[src/rtl/gshare_branch_predictor_pkg.sv]
// Shared encodings and helpers for the gshare direction predictor.
package gshare_branch_predictor_pkg;

    // 2-bit saturating counter encodings
    localparam logic [1:0] SNT = 2'b00;
    localparam logic [1:0] WNT = 2'b01;
    localparam logic [1:0] WT  = 2'b10;
    localparam logic [1:0] ST  = 2'b11;

    // Record FSM: whether a predicted branch is waiting for its EX outcome
    typedef enum logic {
        IDLE    = 1'b0,
        PENDING = 1'b1
    } rec_state_t;

    // Move a 2-bit counter one step toward the observed outcome, saturating at both ends
    function automatic logic [1:0] sat_update(input logic [1:0] cnt, input logic taken);
        if (taken) begin
            return (cnt == ST) ? ST : cnt + 2'd1;
        end
        return (cnt == SNT) ? SNT : cnt - 2'd1;
    endfunction

endpackage

[src/rtl/gshare_branch_predictor_pht_sat_table.sv]
// Pattern history table: 2^IDX_W two-bit saturating counters,
// one combinational read port and one synchronous update port.
module pht_sat_table
    import gshare_branch_predictor_pkg::*;
#(
    parameter int IDX_W = 4
) (
    input  logic             clk,
    input  logic             rst,
    input  logic [IDX_W-1:0] rd_idx,
    output logic             rd_pred,
    input  logic             upd_en,
    input  logic [IDX_W-1:0] upd_idx,
    input  logic             upd_taken
);

    localparam int DEPTH = 1 << IDX_W;

    logic [1:0] cnt [DEPTH];

    // Direction bit of the addressed counter; reads registered state only
    assign rd_pred = cnt[rd_idx][1];

    // Counter update on resolve; every entry returns to weakly not-taken on reset
    always_ff @(posedge clk or negedge rst) begin
        if (!rst) begin
            for (int i = 0; i < DEPTH; i++) begin
                cnt[i] <= WNT;
            end
        end else if (upd_en) begin
            cnt[upd_idx] <= sat_update(cnt[upd_idx], upd_taken);
        end
    end

endmodule

[src/rtl/gshare_branch_predictor.sv]
// gshare direction predictor: predicts ID branches, checks the prediction
// against the EX outcome one cycle later, flushes on mispredict and keeps
// saturating branch / mispredict counters.
module gshare_branch_predictor #(
    parameter int ADDR_W = 30,
    parameter int IDX_W  = 4,
    parameter int HIST_W = 4,
    parameter int CNT_W  = 16
) (
    input  logic              clk,
    input  logic              rst,
    input  logic              stall,
    input  logic              id_branch,
    input  logic [ADDR_W-1:0] id_pc,
    output logic              pred_taken,
    input  logic              ex_resolve,
    input  logic              ex_taken,
    output logic              flush,
    // Branch-type strobe for the performance checker; "type" is a reserved word
    output logic              branch_type,
    output logic [CNT_W-1:0]  branch_cnt,
    output logic [CNT_W-1:0]  miss_cnt
);

    import gshare_branch_predictor_pkg::*;

    function automatic logic [CNT_W-1:0] sat_inc(input logic [CNT_W-1:0] v);
        return (&v) ? v : v + CNT_W'(1);
    endfunction

    logic [HIST_W-1:0] ghr;
    logic [HIST_W:0]   ghr_shift;
    logic [IDX_W-1:0]  idx;
    logic              idx_pred;
    rec_state_t        state;
    logic [IDX_W-1:0]  rec_idx;
    logic              rec_pred;
    logic              capture;
    logic              resolve;
    logic              update;
    logic              unused_pc_hi;

    // Only the low PC bits take part in indexing
    assign unused_pc_hi = ^id_pc[ADDR_W-1:IDX_W];

    // History is zero-extended and folded into the low index bits
    assign idx = id_pc[IDX_W-1:0] ^ IDX_W'(ghr);

    assign pred_taken  = id_branch & idx_pred;
    assign branch_type = ex_resolve;

    // With nothing recorded, a resolve is judged against an implied not-taken
    assign flush = ex_resolve & ((state == PENDING) ? (ex_taken != rec_pred) : ex_taken);

    // A branch seen while flushing is on the wrong path and is dropped
    assign capture = id_branch & ~stall & ~flush;
    assign resolve = ex_resolve & ~stall;
    assign update  = resolve & (state == PENDING);

    // Shift-in built one bit wider so HIST_W = 1 needs no special case
    assign ghr_shift = {ghr, ex_taken};

    pht_sat_table #(
        .IDX_W(IDX_W)
    ) u_pht (
        .clk      (clk),
        .rst      (rst),
        .rd_idx   (idx),
        .rd_pred  (idx_pred),
        .upd_en   (update),
        .upd_idx  (rec_idx),
        .upd_taken(ex_taken)
    );

    // Record FSM: remember the prediction until EX resolves it; a new capture wins over a resolve
    always_ff @(posedge clk or negedge rst) begin
        if (!rst) begin
            state    <= IDLE;
            rec_idx  <= '0;
            rec_pred <= 1'b0;
        end else if (capture) begin
            state    <= PENDING;
            rec_idx  <= idx;
            rec_pred <= idx_pred;
        end else if (resolve) begin
            state    <= IDLE;
        end
    end

    // Global history advances only with real, recorded outcomes
    always_ff @(posedge clk or negedge rst) begin
        if (!rst) begin
            ghr <= '0;
        end else if (update) begin
            ghr <= ghr_shift[HIST_W-1:0];
        end
    end

    // Saturating performance counters, bumped once per non-stalled resolve
    always_ff @(posedge clk or negedge rst) begin
        if (!rst) begin
            branch_cnt <= '0;
            miss_cnt   <= '0;
        end else if (resolve) begin
            branch_cnt <= sat_inc(branch_cnt);
            if (flush) begin
                miss_cnt <= sat_inc(miss_cnt);
            end
        end
    end

endmodule

[config.mk]
export PLATFORM = sky130hd
export DESIGN_NAME = gshare_branch_predictor
export DESIGN_NICKNAME = d
export VERILOG_FILES = /design/src/rtl/gshare_branch_predictor_pkg.sv /design/src/rtl/gshare_branch_predictor_pht_sat_table.sv /design/src/rtl/gshare_branch_predictor.sv
export SDC_FILE = /design/constraint.sdc
export NUM_CORES = 1
export LEC_CHECK = 0
export BUFFER_PORTS_ARGS = -buffer_cell sky130_fd_sc_hd__buf_2
export CORE_ASPECT_RATIO = 0.7
export CORE_MARGIN = 2
export CORE_UTILIZATION = 40
export DETAILED_ROUTE_END_ITERATION = 6
export HOLD_SLACK_MARGIN = 0.06
export PLACE_DENSITY = 0.67
export SLEW_MARGIN = 20
export SYNTH_ARGS = -nofsm -noshare
export SYNTH_HDL_FRONTEND = slang
export SYNTH_SLANG_ARGS = --single-unit
export TNS_END_PERCENT = 5
[constraint.sdc]
create_clock -name clk -period 3.2 [get_ports clk]
set_clock_uncertainty 0.05 [all_clocks]
set_input_delay 0.64 -clock clk [delete_from_list [all_inputs] [get_ports clk]]
set_output_delay 0.64 -clock clk [all_outputs]
set_load 0.02 [all_outputs]
==> impl_results.md <==
* Outcome: finished, final reports clean
* Core Area at 9000 sq um
* Port buffer count at 44
* Unique masters post-synth at 39
* Num ports at 71
* Synth top area share at 0.394
* Initial antenna violation count at 0
* Worst setup SP type: register
* # diodes at 0
* Tightest Hold Check Type: in2async
* Vias in the first global route at approximately 2500
* Final period utilization at 0.903
* Peak supply drop at just under 0.0004 V
* Final Hold Vio Count at 0
* Slew @ Worst Pin at around 840 ps
* Most used cell, CP: mux2i_1
* Final WL at 7510 microns
* H-tree Lvls at 3
* Synth Area in XOR/XNOR at 0.0785
* Grt ovf at 0
* Cell Rows at 29
* Multi-input gate area in the final layout at 1740 sq um
* Sequential share of the synthesized area at 0.508
* Final setup fails at 0
* Pre-CTS WS at around 320 ps
* Clk Latency, worst-skew pair at 340 ps
* Deepest clock path buffer count at 2
* Final Instance Area at between 4000 and 5000 sq um
* CP Max Fanout at 5
* R2R depth at 5
* Adder-Cell Fraction of Synth Area at 0.0129
* Max Transition Viols Final at 0
* Post-CTS Setup Repair Bufs at 0
* Die area at 10000 sq um
* Post-synth EDFFs at 0
* First-pass GRT wire length at around 13000 microns
* Post-DP Area at between 4000 and 5000 sq um
* Reg2Reg Launch Point: rec_idx[0]$_DFFE_PN0P_
* Post-synthesis mux area share at 0.213
* Number of detailed-route iterations in the first pass at 4
* Mapped cell area at approximately 3700 sq um
* Main synth FF type: dfrtp_1
* Synth area leaders: dfrtp_1 (39%), mux2_2 (12%), dfstp_2 (11%)
* CTS Hold Buffers Added at 0
* Layout cells sized above 1 at 0.384
* CP cell instances: xor2_1, buf_4, mux4_2, mux2i_1, mux2i_1, and2_1, buf_2
* Post-synthesis compound-gate area fraction at 0.0224
* Internal power at ~2.3 mW
* Avg Vias per Cell at between 5 and 6
* Slowest cell on the critical path: mux4_2
* Die Y at 84.3 microns
* RSZ-0062 raised after global routing: false
* Max-Slew Margin vs Limit at 0.443
* DR WL/cell at between 15 and 20 microns
* FF-to-FF End: u_pht.cnt[3]$_DFFE_PN0P_
* Critical Path RT at between 2000 and 3000 ps
* Critical Path AT at between 2000 and 2500 ps
* FMAX at roughly 350 MHz
* Synth cell count leaders: dfrtp_1 (58), mux2_2 (38), nand2_1 (25)
* Flop pwr share at 0.430
* Syn avg cell area at roughly 13 sq um
* Syn Inst Count at roughly 290
* DR DRC count at 0
* Crit Path Category: reg2out
* Global Route Usage Sum at 0.163
* PD cells at ~780 nW/um^2
* Post_cts resized at 0
* Setup Total Neg Slack at 0 ps
* Clk slew on worst S/H paths at approximately 60 ps
* Clk pwr share at 0.334
* Chip width at between 100 and 150 microns
* TritonCTS Buffers at 9
* Comb pwr share at 0.237
* Fin nets at about 380
* RePlAce Congestion at about 0.8
* Switching pwr at 1.05 mW
* Fin crit period at just under 3000 ps
* Leakage power at about 2.1 nW
* Post-Layout Cell Count at 470
* Placed Cells at about 450
* Most frequent cell after synthesis: dfrtp_1
* Max-cap violations at 0
* Cell type with the largest total area after synthesis: dfrtp_1
* R2r setup slk at between 400 and 500 ps
* Layout fillers at 832
* Final ANT Viol Nets at 0
* Largest net degree at the start of global routing at 55
* Starting Density at 0.409
* CTS sink cnt at 74
* Simple-Gate Fraction of Synth Area at 0.145
* CTS tree: built
* Switching share of power at 0.310
* Post-synth net total at 329
* Final core occ at 0.486
* Syn. warnings at 0
* Largest family of logic cells by synthesized area: multiplexers
* Fin worst setup slack at just over 300 ps
* Final hold slack at approximately 220 ps
* Area Growth Syn to Fin at 18.8%
* CP endpoint kind: primary output
* Via count at roughly 2500
* Root Buffer: clkbuf_16
* Slowest cell delay on critical path at approximately 500 ps
* Initial DRC count at 123
* Final total power at about 3.4 mW
* FF+latch count, synth at 74
* HPWL Detailed at ~5300 microns
* Register area at approximately 1900 sq um
* Asr flop ratio synth at 1.00
==> flip-flops by register name, indices dropped and copies added, names as in the netlist <==
name / flops
rec_idx: 4
rec_pred: 1
miss_cnt: 16
ghr: 4
branch_cnt: 16
state: 1
u_pht.cnt: 32
==> per-layer routing <==
| layer | global-route usage | share of wire | vias up | wire length [microns] |
|---|---|---|---|---|
| met1 | 0.229 | 0.49 | 1260 | 3710 |
| met4 | 0.0736 | 0.020 | 0 | 153 |
| met2 | 0.227 | 0.43 | 65 | 3250 |
| met3 | 0.0550 | 0.054 | 15 | 407 |
| met5 | 0 | 0 | - | 0 |
| li1 | - | - | 1151 | - |
==> power by group through the flow <==
stage / Clock [mW] / Combinational (mW) / Sequential, mW
after floorplan: 0 / 0.627 / 1.40
after global placement: 0 / 0.791 / 1.45
after detailed placement: 0 / 0.804 / 1.47
after CTS: 1.16 / 0.809 / 1.46
after global routing: 1.20 / 0.874 / 1.50
final: 1.13 / 0.802 / 1.46
==> how the worst max path moves through the flow <==
| stage | startpoint | to | slack (ps) | depth (start not counted) |
|---|---|---|---|---|
| 4_1_cts | ghr[0]$_DFFE_PN0P_ | pred_taken | 280 | 7 |
| 3_5_place_dp | id_pc[0] | pred_taken | 320 | 8 |
| 2_1_floorplan | id_pc[0] | pred_taken | 460 | 5 |
| 3_3_place_gp | id_pc[0] | pred_taken | 330 | 8 |
| 6_report | ghr[0]$_DFFE_PN0P_ | pred_taken | 310 | 7 |
| 5_1_grt | ghr[0]$_DFFE_PN0P_ | pred_taken | 200 | 7 |
==> cell type report <==
| type | instances | share of cell area |
|---|---|---|
| Tap cell | 124 | 0.0355 |
| Multi-Input combinational cell | 205 | 0.397 |
| Timing Repair Buffer | 48 | 0.0601 |
| Clock buffer | 10 | 0.0524 |
| Inverter | 3 | 0.00258 |
| Clock inverter | 6 | 0.0240 |
| Sequential cell | 74 | 0.428 |
==> cells in the final DEF, fill, tap and decap left out, types with 4 or more instances in the layout <==
cell,Yosys,final
dfstp_2,16,16
and2_1,4,4
nor2_1,13,13
and3_1,9,9
nor2b_1,5,5
clkbuf_16,0,9
xnor2_1,13,13
buf_2,1,44
and4_1,8,8
nand4_1,8,8
mux2_2,38,38
dfrtp_1,58,58
nor3_1,6,6
xor2_1,20,20
nand2_1,25,25
mux2_1,4,4
nand3_1,13,13
mux4_2,12,12
mux2i_1,4,4
==> kinds of logic (layout without fill, tap and decap cells) <==
group | Yosys count | in the layout
AND/OR/NAND/NOR | 100 | 100
flip-flops | 74 | 74
adder cells (fa/ha/maj) | 4 | 4
AO/OA/AOI/OAI | 10 | 10
multiplexers | 58 | 58
buffers and inverters | 12 | 67
XOR/XNOR | 33 | 33
==> critical path: cells and delay by family, from the launching register on <==
family	cells	cell delay, ps
and+or+nand+nor	1	180
xor gates and xnor gates	1	160
DFF	1	390
buffers and inverters	2	330
muxes	3	800
(Power assumes the default switching activity.)
